--- src/rtl/sc_level_sequencer.sv ---
// RoadFighter game-level sequencer: owns level and lives, pulses clear/load to the
// level datapath, gates scrolling and handles crash, respawn, game-over and win.
module sc_level_sequencer #(
    parameter int unsigned NUM_LEVELS     = 3,
    parameter int unsigned ROWS_PER_LEVEL = 64,
    parameter int unsigned LIVES          = 3,
    parameter int unsigned DEAD_CYCLES    = 16
) (
    input  logic       SC_LEVEL_SEQUENCER_CLOCK_50,
    input  logic       SC_LEVEL_SEQUENCER_RESET_InHigh,
    input  logic       SC_LEVEL_SEQUENCER_startButton_InLow,
    input  logic       SC_LEVEL_SEQUENCER_crash_InLow,
    input  logic       SC_LEVEL_SEQUENCER_rowTick_InHigh,
    output logic       SC_LEVEL_SEQUENCER_clear_OutLow,
    output logic       SC_LEVEL_SEQUENCER_load_OutLow,
    output logic       SC_LEVEL_SEQUENCER_run_OutHigh,
    output logic [1:0] SC_LEVEL_SEQUENCER_level_Out,
    output logic [1:0] SC_LEVEL_SEQUENCER_lives_Out,
    output logic       SC_LEVEL_SEQUENCER_gameOver_OutHigh,
    output logic       SC_LEVEL_SEQUENCER_win_OutHigh
);

    localparam int unsigned RowW  = (ROWS_PER_LEVEL > 1) ? $clog2(ROWS_PER_LEVEL) : 1;
    localparam int unsigned DeadW = (DEAD_CYCLES > 1) ? $clog2(DEAD_CYCLES) : 1;

    localparam logic [RowW-1:0]  RowLast   = RowW'(ROWS_PER_LEVEL - 1);
    localparam logic [DeadW-1:0] DeadLast  = DeadW'(DEAD_CYCLES - 1);
    localparam logic [1:0]       LevelLast = 2'(NUM_LEVELS);
    localparam logic [1:0]       LivesInit = 2'(LIVES);

    typedef enum logic [3:0] {
        StIdle     = 4'd0,
        StWaitRel  = 4'd1,
        StClear    = 4'd2,
        StLoad     = 4'd3,
        StPlay     = 4'd4,
        StLvlUp    = 4'd5,
        StDead     = 4'd6,
        StGameOver = 4'd7,
        StWin      = 4'd8,
        StWaitRel2 = 4'd9,
        StRestart  = 4'd10
    } seqState;

    seqState          stateQ, stateD;
    logic [1:0]       levelQ, levelD;
    logic [1:0]       livesQ, livesD;
    logic [RowW-1:0]  rowCntQ, rowCntD;
    logic [DeadW-1:0] deadCntQ, deadCntD;

    logic startPressed;
    logic crashActive;

    assign startPressed = ~SC_LEVEL_SEQUENCER_startButton_InLow;
    assign crashActive  = ~SC_LEVEL_SEQUENCER_crash_InLow;

    always_ff @(posedge SC_LEVEL_SEQUENCER_CLOCK_50 or posedge SC_LEVEL_SEQUENCER_RESET_InHigh) begin
        if (SC_LEVEL_SEQUENCER_RESET_InHigh) begin
            stateQ   <= StIdle;
            levelQ   <= 2'd1;
            livesQ   <= LivesInit;
            rowCntQ  <= '0;
            deadCntQ <= '0;
        end else begin
            stateQ   <= stateD;
            levelQ   <= levelD;
            livesQ   <= livesD;
            rowCntQ  <= rowCntD;
            deadCntQ <= deadCntD;
        end
    end

    always_comb begin
        stateD   = stateQ;
        levelD   = levelQ;
        livesD   = livesQ;
        rowCntD  = rowCntQ;
        deadCntD = deadCntQ;

        case (stateQ)
            StIdle: begin
                if (startPressed) stateD = StWaitRel;
            end
            // Act on release so a held button starts exactly one game.
            StWaitRel: begin
                if (!startPressed) stateD = StClear;
            end
            StClear: begin
                stateD = StLoad;
            end
            StLoad: begin
                rowCntD = '0;
                stateD  = StPlay;
            end
            StPlay: begin
                // Crash wins over a same-cycle row tick; that tick is dropped.
                if (crashActive) begin
                    stateD   = StDead;
                    deadCntD = '0;
                    if (livesQ != 2'd0) livesD = livesQ - 2'd1;
                end else if (SC_LEVEL_SEQUENCER_rowTick_InHigh) begin
                    if (rowCntQ == RowLast) begin
                        stateD = StLvlUp;
                    end else begin
                        rowCntD = rowCntQ + RowW'(1);
                    end
                end
            end
            StLvlUp: begin
                if (levelQ == LevelLast) begin
                    stateD = StWin;
                end else begin
                    levelD = levelQ + 2'd1;
                    stateD = StClear;
                end
            end
            // Respawn reloads the same level without a clear pulse.
            StDead: begin
                if (deadCntQ == DeadLast) begin
                    stateD = (livesQ == 2'd0) ? StGameOver : StLoad;
                end else begin
                    deadCntD = deadCntQ + DeadW'(1);
                end
            end
            StGameOver, StWin: begin
                if (startPressed) stateD = StWaitRel2;
            end
            StWaitRel2: begin
                if (!startPressed) stateD = StRestart;
            end
            StRestart: begin
                levelD = 2'd1;
                livesD = LivesInit;
                stateD = StClear;
            end
            default: begin
                stateD = StIdle;
            end
        endcase
    end

    assign SC_LEVEL_SEQUENCER_clear_OutLow      = (stateQ != StClear);
    assign SC_LEVEL_SEQUENCER_load_OutLow       = (stateQ != StLoad);
    assign SC_LEVEL_SEQUENCER_run_OutHigh       = (stateQ == StPlay);
    assign SC_LEVEL_SEQUENCER_gameOver_OutHigh  = (stateQ == StGameOver);
    assign SC_LEVEL_SEQUENCER_win_OutHigh       = (stateQ == StWin);
    assign SC_LEVEL_SEQUENCER_level_Out         = levelQ;
    assign SC_LEVEL_SEQUENCER_lives_Out         = livesQ;

endmodule
--- config.mk ---
export PLATFORM = sky130hd
export DESIGN_NAME = sc_level_sequencer
export DESIGN_NICKNAME = d
export VERILOG_FILES = /design/src/rtl/sc_level_sequencer.sv
export SDC_FILE = /design/constraint.sdc
export NUM_CORES = 1
export LEC_CHECK = 0
export ABC_AREA = 1
export CAP_MARGIN = 20
export CORE_ASPECT_RATIO = 0.7
export CORE_UTILIZATION = 50
export CTS_CLUSTER_SIZE = 28
export DETAILED_ROUTE_END_ITERATION = 8
export HOLD_SLACK_MARGIN = 0.15
export PLACE_DENSITY = 0.72
export SETUP_SLACK_MARGIN = 0.05
export SLEW_MARGIN = 20
export SYNTH_ARGS = -nofsm -noshare
export SYNTH_HDL_FRONTEND = slang
export SYNTH_SLANG_ARGS = --single-unit
--- constraint.sdc ---
create_clock -name SC_LEVEL_SEQUENCER_CLOCK_50 -period 1.9 [get_ports SC_LEVEL_SEQUENCER_CLOCK_50]
set_input_delay 0.38 -clock SC_LEVEL_SEQUENCER_CLOCK_50 [delete_from_list [all_inputs] [get_ports SC_LEVEL_SEQUENCER_CLOCK_50]]
set_output_delay 0.38 -clock SC_LEVEL_SEQUENCER_CLOCK_50 [all_outputs]
set_load 0.02 [all_outputs]
==> metrics, run 1 <==
CTS tree done; routed len/inst 12.5 µm; TritonCTS Buffers 3; worst hold path class input pin to async pin; Netlist cell types 24; Mean Syn Cell Area 6.97 µm²; max-cap viol count 0; Clock Latency Late Sink 0.30 ns; sequential share of the synthesized area 0.377; PD cells 1310 mW/mm²; clock sink count 18; area grow syn2layout 19.3%; Reg clk slew, reported paths 0.11 ns; Critical Path End Type primary output; total grt overflow 0; drt drc 0; area share of the largest cell type after synthesis 0.311; I/O Pins 14; total internal power 1000 µW; RSZ-0062 raised after global routing false; Synth warnings 0; Synth Instances 173; syn nets 182; post-DP HPWL 2160 µm; Clock power frac 0.130; WP data required 1.52 ns; DR pass1 iterations 4; Syn Std Cell Area 0.00121 mm²; Die Wd 60.7 µm; type of the worst setup path flip-flop to primary output; WHS 0.412 ns; largest net degree at the start of global routing 19; Slew headroom 0.767; logic gate share of total power 0.519; Max Fanout on Critical Path 6; Final Util 0.652; clk root buf clkbuf_4; Yosys top cell by area dfrtp_1; synth top area cells dfrtp_1 31%, nand2_1 16%, nand3_1 11%; Post-Route WL 2830 µm; Row Count 14; total number of vias 1167; CORE AREA 0.00221 mm²; final hold vios 0; post-layout min period 1.79 ns; antenna viol nets, final 0; status finished, final reports clean; fin crit share 0.941; htree depth 1; # port buffers 13; top achievable clock speed 0.559 GHz; drt initial violations 140; Via density 5.16; diode count 0; Total GRT Usage 0.247; P_leak 0.000712 µW; antenna violations before repair 0; final slew viol count 0; final setup TNS 0 ns; CP Data Arrival Time 1.41 ns; Starting Density 0.546; final setup fails 0; layout cells sized above 1 0.191; Psw 885 µW; fill count 214; maximum VDD drop 864 µV; Final GP Congestion 0.906; FF+latch count, synth 18; Final nets 204; worst slew pin tran 0.349 ns; total die area 0.00262 mm²; Die Y 43.1 µm; Clock Skew 0.00192 ns; clock tree buffer depth 2; Worst Setup Start Kind flip-flop; Sw Ratio 0.469; vias in the first global route 1056; register share of total power 0.351; global-route wire length before repair 4710 µm
layout make-up:
type	count	area (µm²)	share of cell area
clock buffers	4	36.3	0.0252
repair buffers	18	159	0.110
inverters	23	86.3	0.0600
flip-flops and latches	18	458	0.318
multi-input cells	131	659	0.458
well taps	32	40.0	0.0278
final timing paths:
kind / from / end / slack, ns / cells after the start
setup / recovery: stateQ[1]$_DFFE_PP0P_ / SC_LEVEL_SEQUENCER_clear_OutLow / 0.11 / 4
hold / removal: SC_LEVEL_SEQUENCER_RESET_InHigh / SC_LEVEL_SEQUENCER_level_Out[1]$_DFFE_PP0P_ / 0.41 / 3
setup reg to reg: rowCntQ[0]$_DFFE_PP0P_ / stateQ[2]$_DFFE_PP0P_ / 0.30 / 8
hold reg to reg: SC_LEVEL_SEQUENCER_lives_Out[1]$_DFFE_PP1P_ / SC_LEVEL_SEQUENCER_lives_Out[1]$_DFFE_PP1P_ / 0.51 / 2
max in group asynchronous: SC_LEVEL_SEQUENCER_RESET_InHigh / SC_LEVEL_SEQUENCER_lives_Out[1]$_DFFE_PP1P_ / 1.23 / 3
min in group SC_LEVEL_SEQUENCER_CLOCK_50: SC_LEVEL_SEQUENCER_lives_Out[1]$_DFFE_PP1P_ / SC_LEVEL_SEQUENCER_lives_Out[1]$_DFFE_PP1P_ / 0.51 / 2
critical path: stages, from the launching register on:
cell and delay [ns]:
dfrtp_1 0.45, inv_2 0.09, nor2_1 0.16, nand2_1 0.08
dlygate4sd2_1 0.33
power groups by stage:
| stage | Combinational [µW] | Sequential [µW] | Clock [µW] |
|---|---|---|---|
| global route | 1100 | 681 | 266 |
| detailed placement | 998 | 665 | 0 |
| floorplan | 660 | 681 | 0 |
| CTS | 967 | 659 | 250 |
| global placement | 972 | 649 | 0 |
| finish | 978 | 663 | 245 |
metal layers:
| layer | up-vias | GRT usage | share of wire |
|---|---|---|---|
| li1 | 596 | - | - |
| met1 | 537 | 0.324 | 0.46 |
| met2 | 30 | 0.393 | 0.48 |
| met3 | 4 | 0.0701 | 0.043 |
| met4 | 0 | 0.0727 | 0.013 |
| met5 | - | 0 | 0 |
registers in the layout, summed over array words and instances (netlist names):
register	flops
SC_LEVEL_SEQUENCER_lives_Out	2
stateQ	4
SC_LEVEL_SEQUENCER_level_Out	2
rowCntQ	6
deadCntQ	4
Yosys cell counts (all sizes together):
cell type,count
o21ai,12
nand2,56
nor3,1
o21a,1
ha,4
dfstp,3
o211ai,1
xnor2,1
inv,23
buf,1
nor2,20
a21oi,1
dfrtp,15
or2,3
nand4,2
nand3,29
stage by stage:
step	cells	instance area [µm²]	power, µW	worst slack [ns]
floorplan	173	1210	1340	0.532
global placement	221	1400	1620	0.114
detailed placement	221	1400	1660	0.0424
CTS	225	1430	1880	0.0585
global route	226	1440	2050	0.00805
finish	226	1440	1890	0.112
logic make-up after synthesis:
group                      count (synthesis)  share of synthesized area
AOI/OAI and AO/OA                         15                     0.0757
xor gates and xnor gates                   1                    0.00726
adders and majority gates                  4                     0.0415
buffers and inverters                     24                     0.0809
DFF                                       18                      0.377
and+or+nand+nor                          111                      0.418
cell usage in the layout (no fill, tap or decap), drive strengths merged:
cell type	Yosys	final
ha	4	4
nand2	56	56
nor3	1	1
o211ai	1	1
dfrtp	15	15
o21ai	12	12
nor2	20	20
xnor2	1	1
dfstp	3	3
buf	1	5
clkdlybuf4s50	0	5
clkbuf	0	5
clkdlybuf4s15	0	2
o21a	1	1
nand4	2	2
or2	3	3
dlygate4sd2	0	5
inv	23	23
nand3	29	29
a21oi	1	1
timing repair:
action | CTS | global route
endpoints found under the setup margin | 8 | 8
hold endpoints to repair | 0 | 0
setup buffers | 0 | 1
pin swaps | 0 | 0
hold buffers | 0 | 0
resized for setup | 14 | 6
No activity file was read; power rests on OpenSTA's default activity.
==> run 2: changes to the inputs <==
Settings changed: CORE_UTILIZATION 50 to 55, PLACE_DENSITY 0.72 to 0.79, TNS_END_PERCENT set to 10.
==> run 2 against run 1 <==
Wire length down 1.8%. Utilization up 6.6 points. Final cell count down 5.3%. Global-route usage up 1.5 points. Die area down 8.7%. Clock skew up 0.0045 ns. Clock power down 2%. Cell area down 2.6%. Sequential share of layout area up 0.85 points. Register-to-register slack worse by 0.11 ns. Combinational power down 0.9%. Via count up 1.0%. Largest cell class unchanged. Highest routed layer unchanged.
==> metrics, run 2 (synthesis results as in run 1) <==
status finished, final reports clean; htree depth 1 (unchanged); most frequent cells in the layout 52 x nand2_1, 27 x nand3_1, 21 x inv_1, 16 x nor2_1, 12 x dfrtp_1; Largest regs rowCntQ (6), deadCntQ (4), stateQ (4); cells on worst reg2reg path 8 (unchanged); type of the worst setup path flip-flop to primary output; Clock Latency Late Sink 0.30 ns (about the same); Final Total Pwr 1870 µW (-0.71%); Starting Density 0.618 (+0.0715); # port buffers 13 (unchanged); WP data required 1.52 ns (about the same); Die Y 41.2 µm (-4.4%); clock sink count 18 (unchanged); Reg clk slew, reported paths 0.11 ns (about the same); area grow syn2layout 16.2%; Row Count 13 (-1); Worst Setup Start Kind flip-flop; max-cap viol count 0 (unchanged); Final nets 202 (-0.98%); Clock Skew 0.00639 ns (+0.00446 ns); global-route wire length before repair 4500 µm (-4.5%); Max Fanout on Critical Path 7 (+1); RSZ-0062 raised after global routing false; drt drc 0 (unchanged); maximum VDD drop 808 µV (-6.5%); worst hold path class input pin to async pin; diode count 0 (unchanged); DR pass1 iterations 4 (unchanged); Via density 5.51 (+6.7%); WP depth 4 (unchanged); number of flip-flops in the largest register 6 (unchanged); fin crit share 0.929 (-0.0120); post-layout min period 1.77 ns (-0.0228 ns); P_leak 0.000716 µW (+0.63%); Critical Path End Type primary output; CP peak stage delay 0.47 ns (+0.02 ns); total number of vias 1179 (+1.0%); Final GP Congestion 0.808 (-11%); final slew viol count 0 (unchanged); vias in the first global route 1045 (-1.0%); antenna violations before repair 0 (unchanged); CTS tree done; drt initial violations 83 (-41%); I/O Pins 14 (unchanged); total grt overflow 0 (unchanged); post-DP HPWL 2080 µm (-3.5%); clk root buf clkbuf_4; layout cells sized above 1 0.172 (-0.0188); Critical-path top delay cell dfrtp_2; fill count 165 (-23%); CORE AREA 0.00195 mm² (-12%); final setup fails 0 (unchanged); routed len/inst 13.0 µm (+3.7%); largest net degree at the start of global routing 19 (unchanged); crit path buf inv count 2 (unchanged); PD cells 1340 mW/mm² (+1.9%); worst slew pin tran 0.304 ns (-0.0450 ns); WHS 0.403 ns (-0.00846 ns); final hold vios 0 (unchanged); setup bufs post-CTS 0 (unchanged); # hold bufs at CTS 0 (unchanged); worst-path cell chain nand2_1 > inv_1 > nand2_1 > clkdlybuf4s15_1; antenna viol nets, final 0 (unchanged); CP Data Arrival Time 1.39 ns (-0.02 ns); Total GRT Usage 0.262 (+0.0152); most frequent CP cell nand2_1; CP delay by family, top flip-flops; TritonCTS Buffers 3 (unchanged); commonest non-fill, non-tap cell in the layout nand2_1; final setup TNS 0 ns (unchanged); Post-Route WL 2780 µm (-1.8%); total die area 0.00239 mm² (-8.7%); clock tree buffer depth 2 (unchanged); Slew headroom 0.797 (+0.0301); top achievable clock speed 0.566 GHz (+1.3%); Die Wd 58.0 µm (-4.5%); largest register by flop count rowCntQ
==> run 2: stage by stage <==
stage,cells,cell area (µm²),setup slack [ns],utilization
3_5_place_dp,210,1380,0.0904,0.704
2_1_floorplan,173,1210,0.532,-
3_3_place_gp,210,1380,0.133,0.704
5_1_grt,214,1400,0.0544,0.718
6_report,214,1400,0.135,0.718
4_1_cts,214,1410,0.0513,0.720
==> run 2: report_power, final <==
part           switching (µW)  internal (µW)
registers                 142            522
clock network             123            117
logic                     616            352
total                     882            991
==> run 2: worst register-to-register path: stages (launching register included) <==
cell and delay, ns:
dfrtp_1 0.48, ha_1 0.22, nand2_1 0.07, nor2_1 0.19, nand3_1 0.10, nand2_1 0.22, nand3_2 0.17, nand2_1 0.10
nand2_1 0.06
==> run 2: layout make-up <==
class	instances	area (µm²)	share of cell area
inverter	23	86.3	0.0616
tap	22	27.5	0.0196
multi-input combinational	131	657	0.469
clock buffer	4	36.3	0.0259
sequential	18	458	0.327
timing repair buffer	16	136	0.0973
==> run 2: final timing paths <==
| kind | startpoint | endpoint | slack, ns |
|---|---|---|---|
| max | stateQ[0]$_DFFE_PP0P_ | SC_LEVEL_SEQUENCER_load_OutLow | 0.13 |
| min | SC_LEVEL_SEQUENCER_RESET_InHigh | rowCntQ[0]$_DFFE_PP0P_ | 0.40 |
| max reg2reg | rowCntQ[0]$_DFFE_PP0P_ | stateQ[0]$_DFFE_PP0P_ | 0.19 |
| min reg2reg | SC_LEVEL_SEQUENCER_lives_Out[1]$_DFFE_PP1P_ | SC_LEVEL_SEQUENCER_lives_Out[1]$_DFFE_PP1P_ | 0.49 |
| max in group asynchronous | SC_LEVEL_SEQUENCER_RESET_InHigh | SC_LEVEL_SEQUENCER_lives_Out[0]$_DFFE_PP1P_ | 1.24 |
| min in group SC_LEVEL_SEQUENCER_CLOCK_50 | SC_LEVEL_SEQUENCER_lives_Out[1]$_DFFE_PP1P_ | SC_LEVEL_SEQUENCER_lives_Out[1]$_DFFE_PP1P_ | 0.49 |
==> run 2: what timing repair did <==
item                       CTS  global route
resized for setup            9            10
setup endpoints to repair    7             6
gates cloned                 0             0
==> run 2: metal layers <==
layer  up-vias  routed length [µm]  global-route usage
met5         -                   0                   0
met4         0                  23               0.113
met3         4                 177              0.0694
met2        36                1380               0.457
met1       546                1200               0.319
li1        593                   -                   -
==> run 3: changes to the inputs <==
Settings changed: PLACE_DENSITY 0.79 to 0.86, SETUP_SLACK_MARGIN 0.05 to unset.
==> run 3 against run 2 <==
Highest routed layer unchanged. Power increased by 3.3%. Worst setup slack got worse by 0.11 ns. Largest cell class unchanged. Via count increased by 1.1%. Flip-flop and latch count unchanged. Non-clock buffer count increased by 2. Sequential power increased by 0.9%. Maximum frequency decreased by 6.0%. Final cell count increased by 0.93%. Combinational power increased by 5%. Cell area increased by 2.1%.
==> metrics, run 3 (synthesis results as in run 1) <==
htree depth 1 (unchanged); WL met2 1370 µm (-0.51%); most frequent cells in the layout 52 x nand2_1, 27 x nand3_1, 21 x inv_1, 16 x nor2_1, 12 x dfrtp_1; Slew headroom 0.827 (+0.0303); P_leak 0.000719 µW (+0.41%); post-layout min period 1.88 ns (+0.112 ns); total grt overflow 0 (unchanged); worst-path cell chain inv_1 > nand2_1 > nor2_2 > clkdlybuf4s15_2; drt initial violations 75 (-9.6%); Post-Route WL 2920 µm (+5.0%); Final Total Pwr 1930 µW (+3.3%); final setup fails 0 (unchanged); Row Count 13 (unchanged); area grow syn2layout 18.6%; Via density 5.52 (+0.17%); DR pass1 iterations 4 (unchanged); Final GP Congestion 0.903 (+12%); Clock Skew 0.00250 ns (-0.00389 ns); Critical Path End Type primary output; RSZ-0062 raised after global routing false; fill count 146 (-12%); largest net degree at the start of global routing 19 (unchanged); final slew viol count 0 (unchanged); commonest non-fill, non-tap cell in the layout nand2_1; maximum VDD drop 901 µV (+11%); register area 458 µm² (unchanged); Reg clk slew, reported paths 0.10 ns (about the same); CORE AREA 0.00195 mm² (unchanged); worst hold path class input pin to async pin; total die area 0.00239 mm² (unchanged); I/O Pins 14 (unchanged); drt drc 0 (unchanged); clk root buf clkbuf_4; CP Data Arrival Time 1.50 ns (+0.11 ns); reg2reg start rowCntQ[0]$_DFFE_PP0P_; CP peak stage delay 0.47 ns (about the same); Final nets 204 (+0.99%); antenna viol nets, final 0 (unchanged); largest register by flop count rowCntQ; Final Util 0.733 (+0.0147); # port buffers 13 (unchanged); Critical-path top delay cell dfrtp_2; fin crit share 0.988 (+0.0590); area of the multi-input gates 657 µm² (unchanged); Die Y 41.2 µm (unchanged); final hold vios 0 (unchanged); Max Fanout on Critical Path 7 (unchanged); clock sink count 18 (unchanged); M1 wire length 1320 µm (+10%); # hold bufs at CTS 0 (unchanged); Clock Latency Late Sink 0.30 ns (about the same); routed len/inst 13.5 µm (+4.0%); Starting Density 0.618 (unchanged); post-route cell area 0.00143 mm² (+2.1%); Largest regs rowCntQ (6), deadCntQ (4), stateQ (4); vias in the first global route 1039 (-0.57%); status finished, final reports clean; Die Wd 58.0 µm (unchanged); antenna violations before repair 0 (unchanged); CTS tree done; Placed Cells 211 (+0.48%); Met3 Routed Length 125 µm (-29%); DR top layer met4; post-DP HPWL 2170 µm (+4.1%); Worst Setup Start Kind flip-flop; Total GRT Usage 0.278 (+0.0153); global-route wire length before repair 4620 µm (+2.8%); max-cap viol count 0 (unchanged); CP startpoint stateQ[0]$_DFFE_PP0P_; TritonCTS Buffers 3 (unchanged); total number of vias 1192 (+1.1%); PD cells 1350 mW/mm² (+1.2%); layout cells sized above 1 0.175 (+0.00338); worst slew pin tran 0.259 ns (-0.0446 ns); final std cells w/o fill 216 (+0.93%); top achievable clock speed 0.533 GHz (-6.0%); type of the worst setup path flip-flop to primary output; number of flip-flops in the largest register 6 (unchanged); WP data required 1.52 ns (about the same); clock tree buffer depth 2 (unchanged); Post-DP Area 0.00138 mm² (+0.55%); diode count 0 (unchanged)
-- run 3: cell count changes in the layout (fill, tap and decap cells not counted) --
cell	change
dlygate4sd2_1	-2
clkdlybuf4s15_1	+1
clkdlybuf4s50_1	+2
clkdlybuf4s15_2	+1
buf_4	+2
clkbuf_2	-2
-- run 3: path summary, 6_finish.rpt --
| check | end | slack (ns) | depth (start not counted) |
|---|---|---|---|
| min in group SC_LEVEL_SEQUENCER_CLOCK_50 | SC_LEVEL_SEQUENCER_lives_Out[1]$_DFFE_PP1P_ | 0.50 | 2 |
| hold / removal | rowCntQ[2]$_DFFE_PP0P_ | 0.38 | 3 |
| max in group asynchronous | SC_LEVEL_SEQUENCER_level_Out[0]$_DFFE_PP1P_ | 1.27 | 3 |
| setup / recovery | SC_LEVEL_SEQUENCER_win_OutHigh | 0.02 | 4 |
| setup reg to reg | stateQ[1]$_DFFE_PP0P_ | 0.26 | 8 |
| hold reg to reg | SC_LEVEL_SEQUENCER_lives_Out[1]$_DFFE_PP1P_ | 0.50 | 2 |
-- run 3: what timing repair did --
item,in CTS,in global routing
resized for setup,9,7
cloned,0,0
buffers inserted,0,1
setup endpoints to repair,5,6
-- run 3: through the flow --
| stage | TNS [ns] | setup WS (ns) | hold slack (ns) |
|---|---|---|---|
| floorplan | 0 | 0.532 | 0.316 |
| detailed placement | 0 | 0.0426 | 0.482 |
| finish | 0 | 0.0224 | 0.380 |
| global placement | 0 | 0.129 | 0.475 |
| CTS | -0.0703 | -0.0703 | 0.380 |
| global route | 0 | 0.000573 | 0.412 |
-- run 3: cell type report --
| class | instances | area share |
|---|---|---|
| clock buffer | 4 | 0.0254 |
| inverter | 23 | 0.0604 |
| multi-input combinational | 131 | 0.459 |
| sequential | 18 | 0.320 |
| tap | 22 | 0.0192 |
| timing repair buffer | 18 | 0.115 |
-- run 3: routing by layer --
metal | up-vias | GRT usage
met5 | - | 0
met4 | 0 | 0.173
met3 | 13 | 0.0757
met2 | 37 | 0.486
met1 | 544 | 0.318
li1 | 598 | -
-- run 3: power by group --
| group | total (µW) | leakage (µW) | switching (µW) | internal [µW] |
|---|---|---|---|---|
| clock network | 241 | 0.0000210 | 124 | 117 |
| registers | 670 | 0.000228 | 147 | 523 |
| logic | 1020 | 0.000470 | 631 | 393 |
-- run 3: critical path, delay by kind of cell, from the launching register on --
kind	cells	cell delay, ns
buffers and inverters	2	0.41
flip-flops	1	0.47
AND/OR/NAND/NOR	2	0.32
